==> config.mk <==
export PLATFORM = sky130hd
export DESIGN_NAME = mem_wb_stage
export DESIGN_NICKNAME = d
export VERILOG_FILES = /design/src/rtl/mem_wb_stage.sv
export SDC_FILE = /design/constraint.sdc
export NUM_CORES = 1
export LEC_CHECK = 0
export ABC_AREA = 1
export CAP_MARGIN = 20
export CORE_MARGIN = 2
export CORE_UTILIZATION = 44
export DETAILED_ROUTE_END_ITERATION = 16
export PLACE_DENSITY = 0.82
export RECOVER_POWER = 50
export SLEW_MARGIN = 20
export SYNTH_ARGS = -nofsm -noshare
export SYNTH_HDL_FRONTEND = slang
export SYNTH_SLANG_ARGS = --single-unit
==> constraint.sdc <==
create_clock -name clk -period 2.27 [get_ports clk]
set_clock_uncertainty 0.15 [all_clocks]
set_input_delay 0.5675 -clock clk [delete_from_list [all_inputs] [get_ports clk]]
set_output_delay 0.5675 -clock clk [all_outputs]
set_load 0.005 [all_outputs]
==> src/rtl/mem_wb_stage.sv <==
// Memory/write-back pipeline stage: issues aligned data-memory requests for RV32I
// loads/stores, extends load data, and drives the register-file write port.
module mem_wb_stage (
  input  logic        clk,
  input  logic        rst_n,
  input  logic        in_valid,
  output logic        in_ready,
  input  logic [4:0]  in_rd_addr,
  input  logic        in_reg_write,
  input  logic [31:0] in_alu_result,
  input  logic        in_mem_read,
  input  logic        in_mem_write,
  input  logic [2:0]  in_funct3,
  input  logic [31:0] in_store_data,
  output logic        dmem_req_valid,
  input  logic        dmem_req_ready,
  output logic        dmem_req_we,
  output logic [31:0] dmem_req_addr,
  output logic [31:0] dmem_req_wdata,
  output logic [3:0]  dmem_req_be,
  input  logic        dmem_rsp_valid,
  input  logic [31:0] dmem_rsp_rdata,
  output logic        rf_we,
  output logic [4:0]  rf_rd_addr,
  output logic [31:0] rf_wdata,
  output logic        mem_err
);

  typedef enum logic [1:0] {IDLE, REQ, WAIT, WB} state_t;

  state_t      state, state_next;
  logic [4:0]  rd_q;
  logic        reg_write_q;
  logic [31:0] alu_q;
  logic        mem_read_q;
  logic        mem_write_q;
  logic [2:0]  funct3_q;
  logic [31:0] store_q;
  logic [31:0] load_q;
  logic        mem_err_q;

  logic        accept;
  logic        in_is_mem;
  logic        in_illegal;
  logic [7:0]  rsp_byte;
  logic [15:0] rsp_half;
  logic [31:0] load_ext;

  assign in_ready  = rst_n && (state == IDLE);
  assign accept    = in_valid && in_ready;
  assign in_is_mem = in_mem_read || in_mem_write;

  // Illegal covers read+write together, unsupported funct3 and misalignment.
  always_comb begin
    in_illegal = 1'b0;
    if (in_mem_read && in_mem_write) begin
      in_illegal = 1'b1;
    end else if (in_mem_read) begin
      case (in_funct3)
        3'b000, 3'b100: in_illegal = 1'b0;
        3'b001, 3'b101: in_illegal = in_alu_result[0];
        3'b010:         in_illegal = |in_alu_result[1:0];
        default:        in_illegal = 1'b1;
      endcase
    end else if (in_mem_write) begin
      case (in_funct3)
        3'b000:  in_illegal = 1'b0;
        3'b001:  in_illegal = in_alu_result[0];
        3'b010:  in_illegal = |in_alu_result[1:0];
        default: in_illegal = 1'b1;
      endcase
    end
  end

  always_comb begin
    state_next = state;
    case (state)
      IDLE: begin
        if (accept) begin
          if (!in_is_mem)      state_next = WB;
          else if (in_illegal) state_next = IDLE;
          else                 state_next = REQ;
        end
      end
      REQ: begin
        if (dmem_req_ready) state_next = mem_write_q ? IDLE : WAIT;
      end
      WAIT: begin
        if (dmem_rsp_valid) state_next = WB;
      end
      WB:      state_next = IDLE;
      default: state_next = IDLE;
    endcase
  end

  always_comb begin
    case (alu_q[1:0])
      2'd0:    rsp_byte = dmem_rsp_rdata[7:0];
      2'd1:    rsp_byte = dmem_rsp_rdata[15:8];
      2'd2:    rsp_byte = dmem_rsp_rdata[23:16];
      default: rsp_byte = dmem_rsp_rdata[31:24];
    endcase
    rsp_half = alu_q[1] ? dmem_rsp_rdata[31:16] : dmem_rsp_rdata[15:0];
    case (funct3_q)
      3'b000:  load_ext = {{24{rsp_byte[7]}}, rsp_byte};
      3'b100:  load_ext = {24'd0, rsp_byte};
      3'b001:  load_ext = {{16{rsp_half[15]}}, rsp_half};
      3'b101:  load_ext = {16'd0, rsp_half};
      default: load_ext = dmem_rsp_rdata;
    endcase
  end

  always_ff @(posedge clk or negedge rst_n) begin
    if (!rst_n) begin
      state       <= IDLE;
      rd_q        <= 5'd0;
      reg_write_q <= 1'b0;
      alu_q       <= 32'd0;
      mem_read_q  <= 1'b0;
      mem_write_q <= 1'b0;
      funct3_q    <= 3'd0;
      store_q     <= 32'd0;
      load_q      <= 32'd0;
      mem_err_q   <= 1'b0;
    end else begin
      state     <= state_next;
      mem_err_q <= accept && in_is_mem && in_illegal;
      if (accept) begin
        rd_q        <= in_rd_addr;
        reg_write_q <= in_reg_write;
        alu_q       <= in_alu_result;
        mem_read_q  <= in_mem_read;
        mem_write_q <= in_mem_write;
        funct3_q    <= in_funct3;
        store_q     <= in_store_data;
      end
      if (state == WAIT && dmem_rsp_valid) load_q <= load_ext;
    end
  end

  // Byte enables and write data are zero whenever no request is presented.
  always_comb begin
    dmem_req_be    = 4'b0000;
    dmem_req_wdata = 32'd0;
    if (state == REQ) begin
      if (mem_write_q) begin
        case (funct3_q[1:0])
          2'b00: begin
            dmem_req_be    = 4'b0001 << alu_q[1:0];
            dmem_req_wdata = {4{store_q[7:0]}};
          end
          2'b01: begin
            dmem_req_be    = 4'b0011 << alu_q[1:0];
            dmem_req_wdata = {2{store_q[15:0]}};
          end
          default: begin
            dmem_req_be    = 4'b1111;
            dmem_req_wdata = store_q;
          end
        endcase
      end else begin
        dmem_req_be = 4'b1111;
      end
    end
  end

  assign dmem_req_valid = (state == REQ);
  assign dmem_req_we    = mem_write_q;
  assign dmem_req_addr  = {alu_q[31:2], 2'b00};

  assign rf_we      = (state == WB) && reg_write_q && (rd_q != 5'd0);
  assign rf_rd_addr = rd_q;
  assign rf_wdata   = mem_read_q ? load_q : alu_q;
  assign mem_err    = mem_err_q;

endmodule

==> flow_summary.ini <==
[status]
outcome = complete, but fails checks
violations = capacitance limit, slew limit, setup timing

[final_layout]
num_antenna_cells = 0
syn2layout_area_growth_pct = 49.5
seqCellArea_mm2 = 0.00276
drive_gt1_frac = 0.245
fillers = 1095
fin_cells = 1151
nets = 1082
postLayoutCellArea_mm2 = 0.00906
multiInputGateArea_mm2 = 0.00280

[clock_tree]
cts_inserted_buffers = 9
clk_pin_slew_ns = 0.07
clock-root-buffer = clkbuf_16
cts_tree = built
clock_sinks = 110
clk_latency_ns = 0.35
h-tree-depth = 3
cts_buffer_depth = 2

[yosys]
async_flop_share = 1.00
syn_area_mm2 = 0.00606
synthTopCellsByArea = dfrtp_1, nand2_1, a21oi_1
yosys_warnings = 0
synth_top_area_frac = 0.454
ys_seq_area_frac = 0.454
syn_area_per_cell_um2 = 8.04
ys.flop_type = dfrtp_1
ys_ff_latch = 110
synth_cells = 754
yosysTopAreaCell = dfrtp_1
synth.distinct_cells = 32
synth-edff-count = 0

[placed_design]
gp_congestion = 0.929
dp.cells = 1105
dpl_cell_area_mm2 = 0.00838
place.port_buffers = 219
dp_hpwl_um = 12700

[worst_setup_path]
worstPathMaxFanout = 5
r2r_cells = 11
required_ns = 1.55
critPathCaptureType = primary output
worstPathArrival_ns = 1.66
critPathKind = flip-flop to primary output
cp-start-kind = flip-flop

[run]
cap_viol_max_count = 1

[global_route]
grt_max_degree = 111
grt-ovfl-total = 0
grt_pass1_wl_um = 29700
grt_antenna_before_repair = 0
first_global_vias = 5823
track_usage = 0.260

[timing]
slew_violations = 111
slew_headroom = -0.0297
rsz0062_at_grt = yes
post-route-period-util = 1.05
final.setup.tns_ns = -0.818
min_period_ns = 2.38
max_freq_mhz = 421
worst_pin_slew_ns = 1.54
hold_ws_ns = 0.334
fin_ws_ns = -0.107
final_hold_viol_count = 0
setup_violations = 14

[power]
leakagePower_nw = 4.42
ir_drop_uv = 786
cellPowerDensity_mw_per_mm2 = 1400

[die]
die_w_um = 121
start_util = 0.454
row_count = 42
core_area_mm2 = 0.0133
num_io_pins = 222
die-area_mm2 = 0.0147
die_h_um = 121

[routing]
drt_wl_total_um = 19100
ant_nets = 0
drc = 0
vias_per_cell = 5.11
wl_per_cell_um = 16.6
first_pass_iters = 5
num_vias = 5882
drtIter0Drc = 449

[min_path]
holdPathStages = 2
min_path_type = flip-flop to flip-flop
## layout by cell type, fill, tap and decap left out, drive strengths merged, types with 49 or more instances in the layout
cell type      count
nand2            140
mux2              49
a21oi             90
o21ai             55
clkdlybuf4s50    147
nor2              98
dfrtp            110
buf               81
inv               87
## logic make-up after synthesis
logic type | Yosys count | synth area share
and+or+nand+nor | 277 | 0.186
buffers and inverters | 163 | 0.130
AOI/OAI and AO/OA | 154 | 0.131
DFF | 110 | 0.454
muxes | 49 | 0.0973
other | 1 | 0.000619
## power breakdown
part | switching (W) | internal [W] | total, W | leakage (nW)
logic | 0.00355 | 0.00375 | 0.00730 | 2.99
registers | 0.000725 | 0.00293 | 0.00366 | 1.28
clock network | 0.000745 | 0.000967 | 0.00171 | 0.152
## final timing paths
check / from / endpoint / slack [ns]
max: funct3_q[1]$_DFFE_PN0P_ / dmem_req_be[2] / -0.11
min in group asynchronous: rst_n / reg_write_q$_DFFE_PN0P_ / 0.70
min reg2reg: load_q[5]$_DFFE_PN0P_ / load_q[5]$_DFFE_PN0P_ / 0.33
max in group asynchronous: rst_n / funct3_q[1]$_DFFE_PN0P_ / 0.13
min: load_q[5]$_DFFE_PN0P_ / load_q[5]$_DFFE_PN0P_ / 0.33
max reg2reg: funct3_q[1]$_DFFE_PN0P_ / load_q[24]$_DFFE_PN0P_ / 0.18
## repair_timing
action	CTS	global route
hold buffers	0	0
endpoints found under the setup margin	71	40
resized for setup	243	70
pin swaps	17	12
gates cloned	2	1
buffers inserted	22	8
## flip-flops by register name (all words and copies together), names as in the netlist
register / flops
dmem_req_we: 1
mem_err: 1
rf_rd_addr: 5
store_q: 32
reg_write_q: 1
alu_q: 32
load_q: 32
funct3_q: 3
mem_read_q: 1
state: 2
## synthesized netlist by cell type (all sizes together) (4+ instances only)
cell type	number
mux2	49
clkbuf	18
a21oi	90
nand3	30
inv	87
o211ai	6
o21ai	55
nor2	98
nand2	140
nor3	4
buf	58
dfrtp	110
## final cells by class
type	instances	area share
Clock buffer	10	0.0253
Clock inverter	6	0.00953
Inverter	87	0.0372
Multi-Input combinational cell	482	0.310
Sequential cell	110	0.305
Tap cell	176	0.0243
Timing Repair Buffer	280	0.289
## critical path, stage by stage (launching register included)
cell	delay (ns)
dfrtp_2	0.44
buf_6	0.14
inv_8	0.07
nand2_8	0.06
inv_2	0.07
nand2_1	0.08
a21oi_2	0.14
o21ai_1	0.06
inv_1	0.05
clkdlybuf4s15_2	0.19
## per-stage QoR
step	utilization	setup WS, ns	total power (W)
after global routing	0.678	-0.190	0.0136
after CTS	0.675	-0.155	0.0123
final	0.678	-0.107	0.0127
after global placement	0.628	-0.0488	0.00993
after floorplan	-	0.320	0.00709
after detailed placement	0.628	-0.0450	0.0101
## metal layers
layer | GRT usage | vias up | part of all wire
met3 | 0.0733 | 41 | 0.089
li1 | - | 2801 | -
met4 | 0.0963 | 0 | 0.026
met1 | 0.323 | 2777 | 0.40
met2 | 0.430 | 263 | 0.48
met5 | 0 | - | 0
(Power assumes the default switching activity.)
